$ cat config.mk
export PLATFORM = sky130hd
export DESIGN_NAME = regb_fifo_tx
export DESIGN_NICKNAME = d
export VERILOG_FILES = /design/src/rtl/regb_fifo_tx.sv
export SDC_FILE = /design/constraint.sdc
export NUM_CORES = 1
export LEC_CHECK = 0
export ABC_AREA = 1
export CORE_UTILIZATION = 40
export CTS_BUF_LIST = sky130_fd_sc_hd__clkbuf_4 sky130_fd_sc_hd__clkbuf_8
export CTS_CLUSTER_DIAMETER = 60
export DETAILED_ROUTE_END_ITERATION = 7
export GPL_TIMING_DRIVEN = 0
export PLACE_DENSITY_LB_ADDON = 0.12
export SLEW_MARGIN = 20
export SYNTH_ARGS = -nofsm -noshare
export SYNTH_HDL_FRONTEND = slang
export SYNTH_SLANG_ARGS = --single-unit
$ cat constraint.sdc
create_clock -name clk -period 4.7 [get_ports clk]
set_input_delay 0.47 -clock clk [delete_from_list [all_inputs] [get_ports clk]]
set_output_delay 0.47 -clock clk [all_outputs]
set_load 0.005 [all_outputs]
$ cat src/rtl/regb_fifo_tx.sv
// Drain-side serializer for the register-based FIFO. Pops one word at a time and
// sends it as an asynchronous frame: start bit (0), WIDTH data bits LSB first, stop bit (1).
module regb_fifo_tx #(
  parameter int unsigned WIDTH        = 4,
  parameter int unsigned CLKS_PER_BIT = 4
) (
  input  logic             clk,
  input  logic             res,
  input  logic             en,
  input  logic [WIDTH-1:0] rdata,
  input  logic             empty,
  output logic             shift_out,
  output logic             tx,
  output logic             busy,
  output logic             frame_done
);

  localparam int unsigned CW = (CLKS_PER_BIT > 1) ? $clog2(CLKS_PER_BIT) : 1;
  localparam int unsigned BW = (WIDTH > 1) ? $clog2(WIDTH) : 1;
  localparam logic [CW-1:0] ClkLast = CW'(CLKS_PER_BIT - 1);
  localparam logic [BW-1:0] BitLast = BW'(WIDTH - 1);

  typedef enum logic [1:0] {StIdle, StStart, StData, StStop} state_e;

  state_e           state;
  logic [CW-1:0]    clk_cnt;
  logic [BW-1:0]    bit_cnt;
  logic [WIDTH-1:0] sreg;

  logic             clk_last;
  logic             bit_last;
  logic             pop;
  logic [WIDTH-1:0] sreg_shr;

  assign clk_last   = (clk_cnt == ClkLast);
  assign bit_last   = (bit_cnt == BitLast);
  assign frame_done = (state == StStop) && clk_last;
  // Pop from idle, or in the final stop-bit cycle so back-to-back frames have no gap.
  assign pop        = en && !empty && !res && ((state == StIdle) || frame_done);
  assign shift_out  = pop;
  assign busy       = (state != StIdle);
  assign sreg_shr   = sreg >> 1;

  // Frame sequencer; tx is registered from the state being entered so it lines up with it.
  always_ff @(posedge clk) begin
    if (res) begin
      state   <= StIdle;
      tx      <= 1'b1;
      clk_cnt <= '0;
      bit_cnt <= '0;
      sreg    <= '0;
    end else begin
      unique case (state)
        StIdle: begin
          if (pop) begin
            sreg    <= rdata;
            clk_cnt <= '0;
            bit_cnt <= '0;
            tx      <= 1'b0;
            state   <= StStart;
          end
        end
        StStart: begin
          if (clk_last) begin
            clk_cnt <= '0;
            tx      <= sreg[0];
            state   <= StData;
          end else begin
            clk_cnt <= clk_cnt + CW'(1);
          end
        end
        StData: begin
          if (clk_last) begin
            clk_cnt <= '0;
            sreg    <= sreg_shr;
            if (bit_last) begin
              bit_cnt <= '0;
              tx      <= 1'b1;
              state   <= StStop;
            end else begin
              bit_cnt <= bit_cnt + BW'(1);
              tx      <= sreg_shr[0];
            end
          end else begin
            clk_cnt <= clk_cnt + CW'(1);
          end
        end
        StStop: begin
          if (clk_last) begin
            clk_cnt <= '0;
            if (pop) begin
              sreg    <= rdata;
              bit_cnt <= '0;
              tx      <= 1'b0;
              state   <= StStart;
            end else begin
              tx      <= 1'b1;
              state   <= StIdle;
            end
          end else begin
            clk_cnt <= clk_cnt + CW'(1);
          end
        end
        default: begin
          state <= StIdle;
          tx    <= 1'b1;
        end
      endcase
    end
  end

endmodule

[Word level (Yosys, flattened, before mapping)]
Cells that the tools add are included.
Word-level totals
  latch bits: 0
  register bits after elaboration: 11
  input port bits: 8
  memory bits (read-only): 0
  logic and storage cells: 57
  RAM bits: 0
  memories: 0
  output and inout bits: 4
Operators by class
  shift operators: 0
  eq/ne operators: 10
  reduce and logical (&&, ||, !) cells: 14
  multiply operators: 0
  order comparisons: 0
  add/subtract/negate cells: 2
  mux-type cells: 26
  bitwise gates (word level): 0
  divide/modulo/power cells: 0
Operators with widths (number)
  2-bit 2-to-1 mux: 11
  4-bit 2-to-1 mux: 3
  4-bit one-hot mux with 3 select lines: 1
  2-bit inequality test (second input constant): 5
  2-bit == test (second input constant): 4
  2-bit one-hot mux with 4 select lines: 1
  1-bit 2-to-1 mux: 7
  2-bit one-hot mux with 3 select lines: 1
  5-bit AND reduction: 1
  2-bit by 1-bit adder with 2-bit output (second input constant): 2
  1-bit logical AND: 4
  1-bit one-hot mux with 4 select lines: 1
  2-bit one-hot mux with 2 select lines: 1
  4-bit AND reduction: 1
  3-bit AND reduction: 1
  3-bit nonzero test: 1
  3-bit OR reduction: 1
  2-bit by 1-bit == test with 1-bit output (second input constant): 1
  1-bit logical NOT: 2
  2-bit logical NOT: 1
  2-bit nonzero test: 1
  1-bit logical OR: 1

[Logic depth before layout (Yosys ltp)]
  word-level depth: 7
  mapped depth: 10
  gate-level depth less buffers: 10

[Worst setup path after synthesis]
OpenSTA, ideal clock, no wires.
  path type: reg2reg
  from: register state[0]
  to: register sreg[3]
  required time: 4586 ps
  stages on the path, launching flop included: 9
  path slack: 3116 ps
  data arrival time: 1470 ps
  cells stage by stage: dfxtp_1 > inv_1 > ha_1 > inv_2 > nor2_2 > nor3b_4 > nand2_4 > a21oi_1 > nor2_1
Between the ends
  cells in the longest elaborated chain, start to end: 7
  elaborated cells between the ends (all ways): 13
  those cells by class: 4 x eq/ne; 3 x mux; 6 x reduce/logical
Ends and longest elaborated chain
  from (decl): line 25  | state_e state;
  from (signal assigned): line 47  | state <= StIdle;
  from (signal assigned): line 60  | state <= StStart;
  from (signal assigned): line 67  | state <= StData;
  2-bit == test: line 37, 53
  1-bit logical AND: line 37  | assign frame_done = (state == StStop) && clk_last;
  1-bit logical OR: line 39  | assign pop = en && !empty && !res && ((state == StIdle) || frame_done);
  1-bit logical AND: line 39
  4-bit 2-to-1 mux (2 in a row)
  4-bit one-hot mux with 3 select lines: line 53  | unique case (state)
  to (signal assigned): line 56  | sreg <= rdata;
  to (signal assigned): line 75  | sreg <= sreg_shr;
  to (signal assigned): line 92  | sreg <= rdata;
  to (decl): line 28  | logic [WIDTH-1:0] sreg;
Parallel ways exist; a longest one is shown, timed or not. The select of a mux whose other input is x is not followed.
A chain may end at the register's enable or synchronous reset.

[Final worst setup path]
  from: input res
  to: output shift_out
Between the ends
  cells in the longest elaborated chain, start to end: 3
Ends and longest elaborated chain
  from (decl): line 8  | input logic res,
  1-bit logical NOT: line 39
  1-bit logical AND (2 in a row): line 39
  to (decl): line 12  | output logic shift_out,
No other way between the ends.

==> metrics.md <==
| Metric | Value |
|---|---|
| Worst Clk Skew | 0.00553 ns |
| HPWL after detailed placement | 1080 um |
| DRC errors left | 2 |
| PD cells | 628 nW/um2 |
| Cell type group with the largest total delay on the critical path | buffers and inverters |
| Final setup violation count | 0 |
| Post-cts resize count | 0 |
| Syn. warnings | 0 |
| Placeable Area | 1560 um2 |
| Final Cycle Share | 50.2% |
| Data required time of the worst path | 4.23 ns |
| Drt total wl | 1420 um |
| Initial core utilization | 44.7% |
| Proportion of layout cells with a drive suffix above 1 | 10.5% |
| Power share of the clock group | 13.4% |
| Sequential area share after synthesis | 31.6% |
| Number of instances on the worst hold path | 2 |
| Share of power burned in combinational logic | 58.8% |
| CTS Root Buffer Type | clkbuf_4 |
| Net switching fraction of the power | 45.2% |
| Post-Route Utilization | 55.0% |
| Area enclosed by the die boundary | 1910 um2 |
| Die height | 43.7 um |
| H-Tree Level Count | 1 |
| Worst Tran Pin Value | 0.397 ns |
| Delay contributed by the slowest stage of the critical path | 0.56 ns |
| First-pass GRT wire length | 2390 um |
| Run status | complete, but fails checks |
| Site Rows | 14 |
| Final estimated routing congestion in global placement | 0.764 |
| Post-route antenna net violation count | 0 |
| Fmax | 0.424 GHz |
| Max capacitance violation total | 0 |
| Net load switching power | 243 uW |
| Maximum number of pins on one net before global-route repair | 9 |
| Leakage power total | 0.000404 uW |
| Routed via count | 649 |
| Synth Instances | 99 |
| Growth of design area from synthesis to finish | 23.0% |
| 1st-iter DRT viols | 6 |
| Number of global-route vias before repair | 577 |
| Overall track demand over capacity in global routing | 16.9% |
| Clock buffer count from CTS | 3 |
| Syn Area/Cell | 7.04 um2 |
| Total nets after synthesis | 115 |
| R2R Path End | sreg[3] |
| Internal cell power | 295 uW |
| Biggest fanout along the worst timing path | 7 |
| CP startpoint | res |
| Via density per instance | 4.99 |
| Insertion delay to the later sink of the worst-skew pair | 0.27 ns |
| Post-layout nets | 131 |
| Pins over their slew limit | 0 |
| Worst-case clock buffer depth | 2 |
| Final Instance Count excl. Fillers | 130 |
| Number of distinct standard cells referenced by the synthesized netlist | 17 |
| Failing checks | DRC |
| Average detailed-routed wire length per instance | 10.9 um |
| Flop pwr share | 27.8% |
| Class of the worst hold path | flip-flop to flip-flop |
| Worst-case headroom to the max-slew limit | 73.5% |
| Source of the worst register-to-register timing path | state[0] |
| Cell type of the slowest stage on the worst timing path | clkdlybuf4s50_1 |
| Netlist area before placement | 697 um2 |
| Total placed cells including tap cells | 126 |
| Combined buffer and inverter count along the critical path | 3 |
| Cts hold-fix bufs | 0 |
| Final-report hold violation count | 0 |
| Setup tns final | 0 ns |
| R2R Setup Slk | 2.86 ns |
| Antenna diodes | 0 |
| Kind of critical path | input pin to output port |
| TritonCTS clock tree | yes |
| Unrepaired setup endpoints after global routing | false |
| I/O pin count | 12 |
| Hold wc startpoint | sreg[2] |
| CP Capture Type | output port |
| Peak VDD IR | 270 uV |
| Arrival time reported for the critical path endpoint | 1.89 ns |
| Number of sinks driven by the clock tree | 11 |
| Top cell by count, worst path | clkdlybuf4s50_1 |
| Number of buffer cells added on primary ports | 11 |
| Floorplan die width | 43.7 um |
| Clock Pin Slew Worst Setup and Hold Paths | 0.08 ns |
| Number of fill cells in the layout | 157 |
| Ordered list of cells on the worst path | clkdlybuf4s50_1 > nor2_1 > nand2_1 > inv_1 > clkdlybuf4s50_1 |
| Hold EP | sreg[2] |
| Remaining global-route overflow | 0 |
| Setup fix buffers added after clock tree synthesis | 0 |
| Depth of the worst register-to-register path | 8 |
| Period minus WS final | 2.36 ns |
| Initial antenna violation count | 0 |
| Flip-flop and latch count after synthesis | 11 |
| DRT Pass-1 Iters | 8 |
| Critical path launch point type | input pin |
==> power groups by stage <==
stage / Sequential (uW) / Combinational, uW / Clock [uW]
global placement: 151 / 316 / 0
CTS: 149 / 321 / 75.0
floorplan: 146 / 243 / 0
detailed placement: 152 / 320 / 0
finish: 149 / 317 / 72.2
global route: 153 / 364 / 79.3
==> cells in the final DEF, fill, tap and decap left out <==
| cell type | instances |
|---|---|
| clkdlybuf4s50_1 | 11 |
| inv_2 | 4 |
| nand2_2 | 1 |
| clkinv_1 | 1 |
| nand3_1 | 10 |
| nor3_1 | 2 |
| ha_1 | 8 |
| nand2_1 | 23 |
| mux2i_1 | 2 |
| nor3b_4 | 1 |
| o21ai_1 | 1 |
| nand2_4 | 1 |
| inv_1 | 7 |
| nor2_1 | 10 |
| a21oi_1 | 11 |
| o21ai_0 | 5 |
| dfxtp_1 | 11 |
| clkbuf_4 | 4 |
| nor2_2 | 1 |
==> synthesized netlist by cell type, drive strengths merged <==
cell type / count / share of area [%]
nand2: 25 / 15
a21oi: 11 / 7.9
clkinv: 1 / 0.54
nand3: 10 / 7.2
mux2i: 2 / 2.9
dfxtp: 11 / 32
ha: 8 / 14
inv: 11 / 5.9
o21ai: 6 / 4.3
nor3: 2 / 1.4
nor2: 11 / 6.3
nor3b: 1 / 2.7
==> sequential cells by signal (all words and copies together) (netlist names) <==
signal	cells
sreg	4
bit_cnt	2
clk_cnt	2
state	2
tx	1
==> metal layers <==
metal	vias up	GRT usage, %	share of wire [%]
li1	355	-	-
met1	278	23.5	50
met2	14	25.7	44
met3	2	2.50	4.4
met4	0	7.50	0.99
met5	-	0	0
==> worst max path at each step <==
| stage | slack [ns] | cells past startpoint | end |
|---|---|---|---|
| finish | 2.34 | 5 | shift_out |
| global route | 2.27 | 5 | shift_out |
| CTS | 2.33 | 5 | shift_out |
| detailed placement | 2.33 | 5 | shift_out |
| global placement | 2.34 | 5 | shift_out |
| floorplan | 3.12 | 8 | sreg[3] |
==> kinds of logic after synthesis <==
family | synth area share (%)
DFF | 31.6
adders and majority gates | 14.4
muxes | 2.87
and+or+nand+nor | 32.5
AOI/OAI and AO/OA | 12.2
buffers and inverters | 6.46
==> worst register-to-register path, stage by stage (launching register included) <==
cell	delay [ns]
dfxtp_1	0.43
inv_1	0.12
ha_1	0.31
inv_2	0.15
nor2_2	0.07
nor3b_4	0.38
nand2_4	0.11
a21oi_1	0.13
nor2_1	0.05
==> stage by stage <==
stage	worst slack [ns]	hold slack (ns)	total power, uW	instance area (um2)
after floorplan	3.12	0.433	389	697
after global placement	2.34	0.453	467	827
after detailed placement	2.33	0.459	472	827
after CTS	2.33	0.470	546	857
after global routing	2.27	0.494	597	857
final	2.34	0.465	538	857
==> final cells by class <==
class	instances	area (um2)	area share (%)
Inverter	12	45.0	5.26
Sequential cell	11	220	25.7
Tap cell	16	20.0	2.34
Clock buffer	4	30.0	3.50
Timing Repair Buffer	11	110	12.8
Multi-Input combinational cell	76	432	50.4
(Power assumes the default switching activity.)
==> patch 1, RTL diff (same settings) <==
Re-encode `state_e` (4 states) as Gray code, 2 bits wide.
--- a/src/rtl/regb_fifo_tx.sv
+++ b/src/rtl/regb_fifo_tx.sv
@@ -20,7 +20,7 @@
   localparam logic [CW-1:0] ClkLast = CW'(CLKS_PER_BIT - 1);
   localparam logic [BW-1:0] BitLast = BW'(WIDTH - 1);
 
-  typedef enum logic [1:0] {StIdle, StStart, StData, StStop} state_e;
+  typedef enum logic [1:0] {StIdle = 2'b00, StStart = 2'b01, StData = 2'b11, StStop = 2'b10} state_e;
 
   state_e           state;
   logic [CW-1:0]    clk_cnt;
Behaviour: no difference found for any inputs over 10 cycles, from zero or initial values; not proved beyond that.
==> patch 1 against the unedited design <==
Area after synthesis down 1.1%; setup slack lost 26 ps; core utilization shrank 0.48 points; synthesized cell count grew 1.0%; cell area decreased by 0.88%; register-to-register slack improved by 500 ps; die area fell by 1.0%; wire length down 7.7%; sequential cell count unchanged; first-iteration DRC count grew 33%; final cell count increased by 0.77%; via count shrank 5.9%; critical path type unchanged; highest routed layer unchanged.
Power is not compared: it rests on default switching activity, and its combinational part moved more than twofold at a synthesized area within 25%.
==> patch 1: results (changes against the unedited design) <==
INFO  run_status     status=completed [was finished, violations left]
INFO  place          dp_hpwl=988um [was 1080 um]
INFO  synthesis      synth-seq-area-share=0.319 [was 0.316]
INFO  finish         finish.cell_count_without_fillers=131 [was 130]
INFO  global_routing grt_pass1_wl=2320um [was 2390 um]
INFO  routing        firstDrtPassIters=4 [was 8]
INFO  finish         multi_input_gates=71 [was 76]
INFO  synthesis      synth.cells.most_frequent=sky130_fd_sc_hd__nand2_1 (30), sky130_fd_sc_hd__inv_1 (12), sky130_fd_sc_hd__dfxtp_1 (11) [was sky130_fd_sc_hd__nand2_1 (23), sky130_fd_sc_hd__a21oi_1 (11), sky130_fd_sc_hd__dfxtp_1 (11)]
INFO  worst_setup_path worst-r2r-setup-slack=3360ps [was 2860 ps]
INFO  worst_setup_path critical_path_arrival=1920ps [was 1890 ps]
INFO  finish         multi_input_area_share=0.454 [was 0.504]
INFO  finish         layout-drive-gt1-share=0.235 [was 0.105]
INFO  global_routing first_global_vias=553 [was 577]
INFO  place          worst_slack_at_placement=2320ps [was 2330 ps]
INFO  routing        total_via_count_after_detailed_routing=611 [was 649]
INFO  min_path       hold_start=clk_cnt[0] [was sreg[2]]
INFO  synthesis      syn-instance-count=100 [was 99]
INFO  global_routing track_usage=0.166 [was 0.169]
INFO  worst_setup_path worst_r2r_endpoint=sreg[2] [was sreg[3]]
INFO  finish         num-fill-cells=160 [was 157]
INFO  min_path       hold-path-endpoint=clk_cnt[0] [was sreg[2]]
INFO  routing        drt_wl_total=1310um [was 1420 um]
INFO  synthesis      post_synthesis_compound_gate_area_fraction=0.0889 [was 0.122]
INFO  synthesis      post_synth.cell_area_avg=6.89um^2 [was 7.04 um^2]
INFO  routing        drc=0 [was 2]
INFO  worst_setup_path regToRegStartpoint=clk_cnt[0] [was state[0]]
INFO  finish         area_growth_syn_to_layout=23.2% [was 23.0%]
INFO  synthesis      mappedNetlistNets=110 [was 115]
INFO  synthesis      synth_mux_area_frac=0 [was 0.0287]
INFO  worst_setup_path worst_path_largest_cell_delay=580ps [was 560 ps]
INFO  routing        detailedRoute.firstIterationViolations=8 [was 6]
INFO  min_path       holdPathStages=1 [was 2]
INFO  finish         nFlopsAndLatches=11 [unchanged]
INFO  synthesis      netlist_top_cells_area=sky130_fd_sc_hd__dfxtp_1 (32%), sky130_fd_sc_hd__nand2_1 (16%), sky130_fd_sc_hd__nor2_2 (7.3%) [was sky130_fd_sc_hd__dfxtp_1 (32%), sky130_fd_sc_hd__ha_1 (14%), sky130_fd_sc_hd__nand2_1 (12%)]
## patch 1: cell families (layout without fill, tap and decap cells)
family / count (synthesis) / in the layout
AO/OA/AOI/OAI: 11 / 11
AND/OR/NAND/NOR: 58 / 58
flip-flops: 11 / 11
adder cells (fa/ha/maj): 2 / 2
buffers and inverters: 18 / 33
## patch 1: metal layers
layer	global-route usage	up-vias	routed length, um	part of all wire
met5	0	-	0	0
met4	0.0750	0	18	0.014
met3	0.0375	4	43	0.033
met2	0.245	10	576	0.44
met1	0.231	261	671	0.51
li1	-	336	-	-
## patch 1: per-stage QoR
step,utilization,total power [W],hold slack (ps)
5_1_grt,0.545,0.000245,495
3_3_place_gp,0.526,0.000158,445
3_5_place_dp,0.526,0.000159,456
4_1_cts,0.545,0.000232,471
2_1_floorplan,-,0.000141,428
6_report,0.545,0.000229,461
==> patch 2, RTL diff (same settings) <==
Without the edit above. `WIDTH`: 4 -> 2.
--- a/src/rtl/regb_fifo_tx.sv
+++ b/src/rtl/regb_fifo_tx.sv
@@ -1,7 +1,7 @@
 // Drain-side serializer for the register-based FIFO. Pops one word at a time and
 // sends it as an asynchronous frame: start bit (0), WIDTH data bits LSB first, stop bit (1).
 module regb_fifo_tx #(
-  parameter int unsigned WIDTH        = 4,
+  parameter int unsigned WIDTH        = 2,
   parameter int unsigned CLKS_PER_BIT = 4
 ) (
   input  logic             clk,
Interface: changed (resized rdata); port bits go from 12 to 10. No check against the original RTL was run, so the function may have changed too.
==> patch 2 against the unedited design <==
Combinational power fell by 18%; cell area is 20% lower; critical path type unchanged; sequential cell count decreased by 3; die area shrank 20%; clock skew is 3.0 ps lower; power is 20% lower; wire length fell by 22%; setup slack improved by 69 ps; largest power group unchanged; register-to-register slack improved by 230 ps; area after synthesis decreased by 21%; core utilization down 1.9 points.
==> patch 2: results (changes against the unedited design) <==
INFO  cts            h-tree-depth=1 [unchanged]
INFO  routing        post_drt_via_cell_ratio=4.73 [was 4.99]
INFO  routing        route.met3.wl=40um [was 63 um]
INFO  worst_setup_path worstPathMaxFanout=6 [was 7]
INFO  sta            clock-skew-final=2.55ps [was 5.53 ps]
INFO  synthesis      post_synthesis_adder_cell_area_fraction=0.159 [was 0.144]
INFO  worst_setup_path critical_path_arrival=1820ps [was 1890 ps]
INFO  global_routing track_usage=0.169 [about the same]
INFO  pwr            ir_drop=0.000376V [was 0.000270 V]
INFO  finish         num-fill-cells=139 [was 157]
INFO  place          io_buffer_count=9 [was 11]
INFO  place          gpl.final_weighted_congestion=0.760 [was 0.764]
INFO  synthesis      synth_mux_area_frac=0 [was 0.0287]
INFO  routing        firstDrtPassIters=4 [was 8]
INFO  routing        route.met2.wl=459um [was 630 um]
INFO  routing        detailedRoute.firstIterationViolations=8 [was 6]
INFO  synthesis      synth.cells.most_frequent=sky130_fd_sc_hd__nand2_1 (19), sky130_fd_sc_hd__inv_1 (10), sky130_fd_sc_hd__nor2_1 (10) [was sky130_fd_sc_hd__nand2_1 (23), sky130_fd_sc_hd__a21oi_1 (11), sky130_fd_sc_hd__dfxtp_1 (11)]
INFO  routing        wire_per_inst=10.1um [was 10.9 um]
INFO  cts            cts.clk_slew.worst_paths=50ps [was 80 ps]
INFO  finish         final_net_count=109 [was 131]
INFO  cts            worstSkewPairLatency=260ps
INFO  worst_setup_path regToRegStartpoint=state[0] [unchanged]
INFO  synthesis      synthXorXnorAreaFrac=0 [unchanged]
INFO  worst_setup_path worst-r2r-setup-slack=3090ps [was 2860 ps]
INFO  run_status     status=completed [was finished, violations left]
INFO  place          dp_hpwl=839um [was 1080 um]
INFO  global_routing first_global_vias=403 [was 577]
INFO  sta            max_slew.worst_pin.slew=256ps [was 397 ps]
INFO  synthesis      netlist-cell-type-count=12 [was 17]
INFO  global_routing grt_max_degree=8 [was 9]
INFO  routing        m1WireLength=558um [was 710 um]
INFO  finish         layout-drive-gt1-share=0.106 [was 0.105]
INFO  pwr            leakage=0.339nW [was 0.404 nW]
INFO  synthesis      netlist_top_cells_area=sky130_fd_sc_hd__dfxtp_1 (29%), sky130_fd_sc_hd__ha_1 (16%), sky130_fd_sc_hd__nand2_1 (13%) [was sky130_fd_sc_hd__dfxtp_1 (32%), sky130_fd_sc_hd__ha_1 (14%), sky130_fd_sc_hd__nand2_1 (12%)]
INFO  synthesis      post_synthesis_compound_gate_area_fraction=0.127 [was 0.122]
INFO  synthesis      synth-seq-area-share=0.291 [was 0.316]
INFO  global_routing grt_pass1_wl=1680um [was 2390 um]
INFO  worst_setup_path worst_r2r_endpoint=sreg[1] [was sreg[3]]
INFO  synthesis      mappedNetlistNets=95 [was 115]
==> patch 2: changes by cell type after synthesis, sizes merged, moves of 2 or more <==
| cell | change |
|---|---|
| a21oi | -3 |
| dfxtp | -3 |
| mux2i | -2 |
| nand2 | -2 |
| nand3 | -4 |
==> patch 2: layout make-up <==
type / instances / area [um^2] / share of cell area
Clock buffer: 3 / 22.5 / 0.0330
Inverter: 12 / 45.0 / 0.0661
Multi-Input combinational cell: 62 / 345 / 0.506
Sequential cell: 8 / 160 / 0.235
Tap cell: 15 / 18.8 / 0.0275
Timing Repair Buffer: 9 / 90.1 / 0.132
==> patch 2: layer usage <==
metal | up-vias | track usage
met2 | 9 | 0.238
met3 | 5 | 0.0520
met5 | - | 0
li1 | 285 | -
met4 | 0 | 0.129
met1 | 217 | 0.211
==> patch 2: report_power, final <==
part	switching (W)	internal, W
Combinational	0.000151	0.000110
Clock	0.0000241	0.0000293
Sequential	0.0000212	0.0000965
==> patch 2: how the worst min path moves through the flow <==
stage	start	to	slack, ps
final	sreg[0]	sreg[0]	460
after global routing	sreg[0]	sreg[0]	500
after CTS	sreg[0]	sreg[0]	470
after detailed placement	sreg[0]	sreg[0]	460
after global placement	sreg[0]	sreg[0]	460
after floorplan	sreg[0]	sreg[0]	430
==> patch 2: stage by stage <==
step	utilization	area [um^2]	std cells	worst slack [ps]
global placement	0.513	659	106	2400
global route	0.531	682	109	2290
CTS	0.531	682	109	2400
finish	0.531	682	109	2410
detailed placement	0.513	659	106	2400
floorplan	-	551	82	3270
==> patch 2: worst max-delay path, cell delays in order <==
cell and delay, ps:
sky130_fd_sc_hd__clkdlybuf4s50_1 520, sky130_fd_sc_hd__nor2_1 210, sky130_fd_sc_hd__nand2_2 90, sky130_fd_sc_hd__inv_1 50
sky130_fd_sc_hd__clkdlybuf4s50_1 480
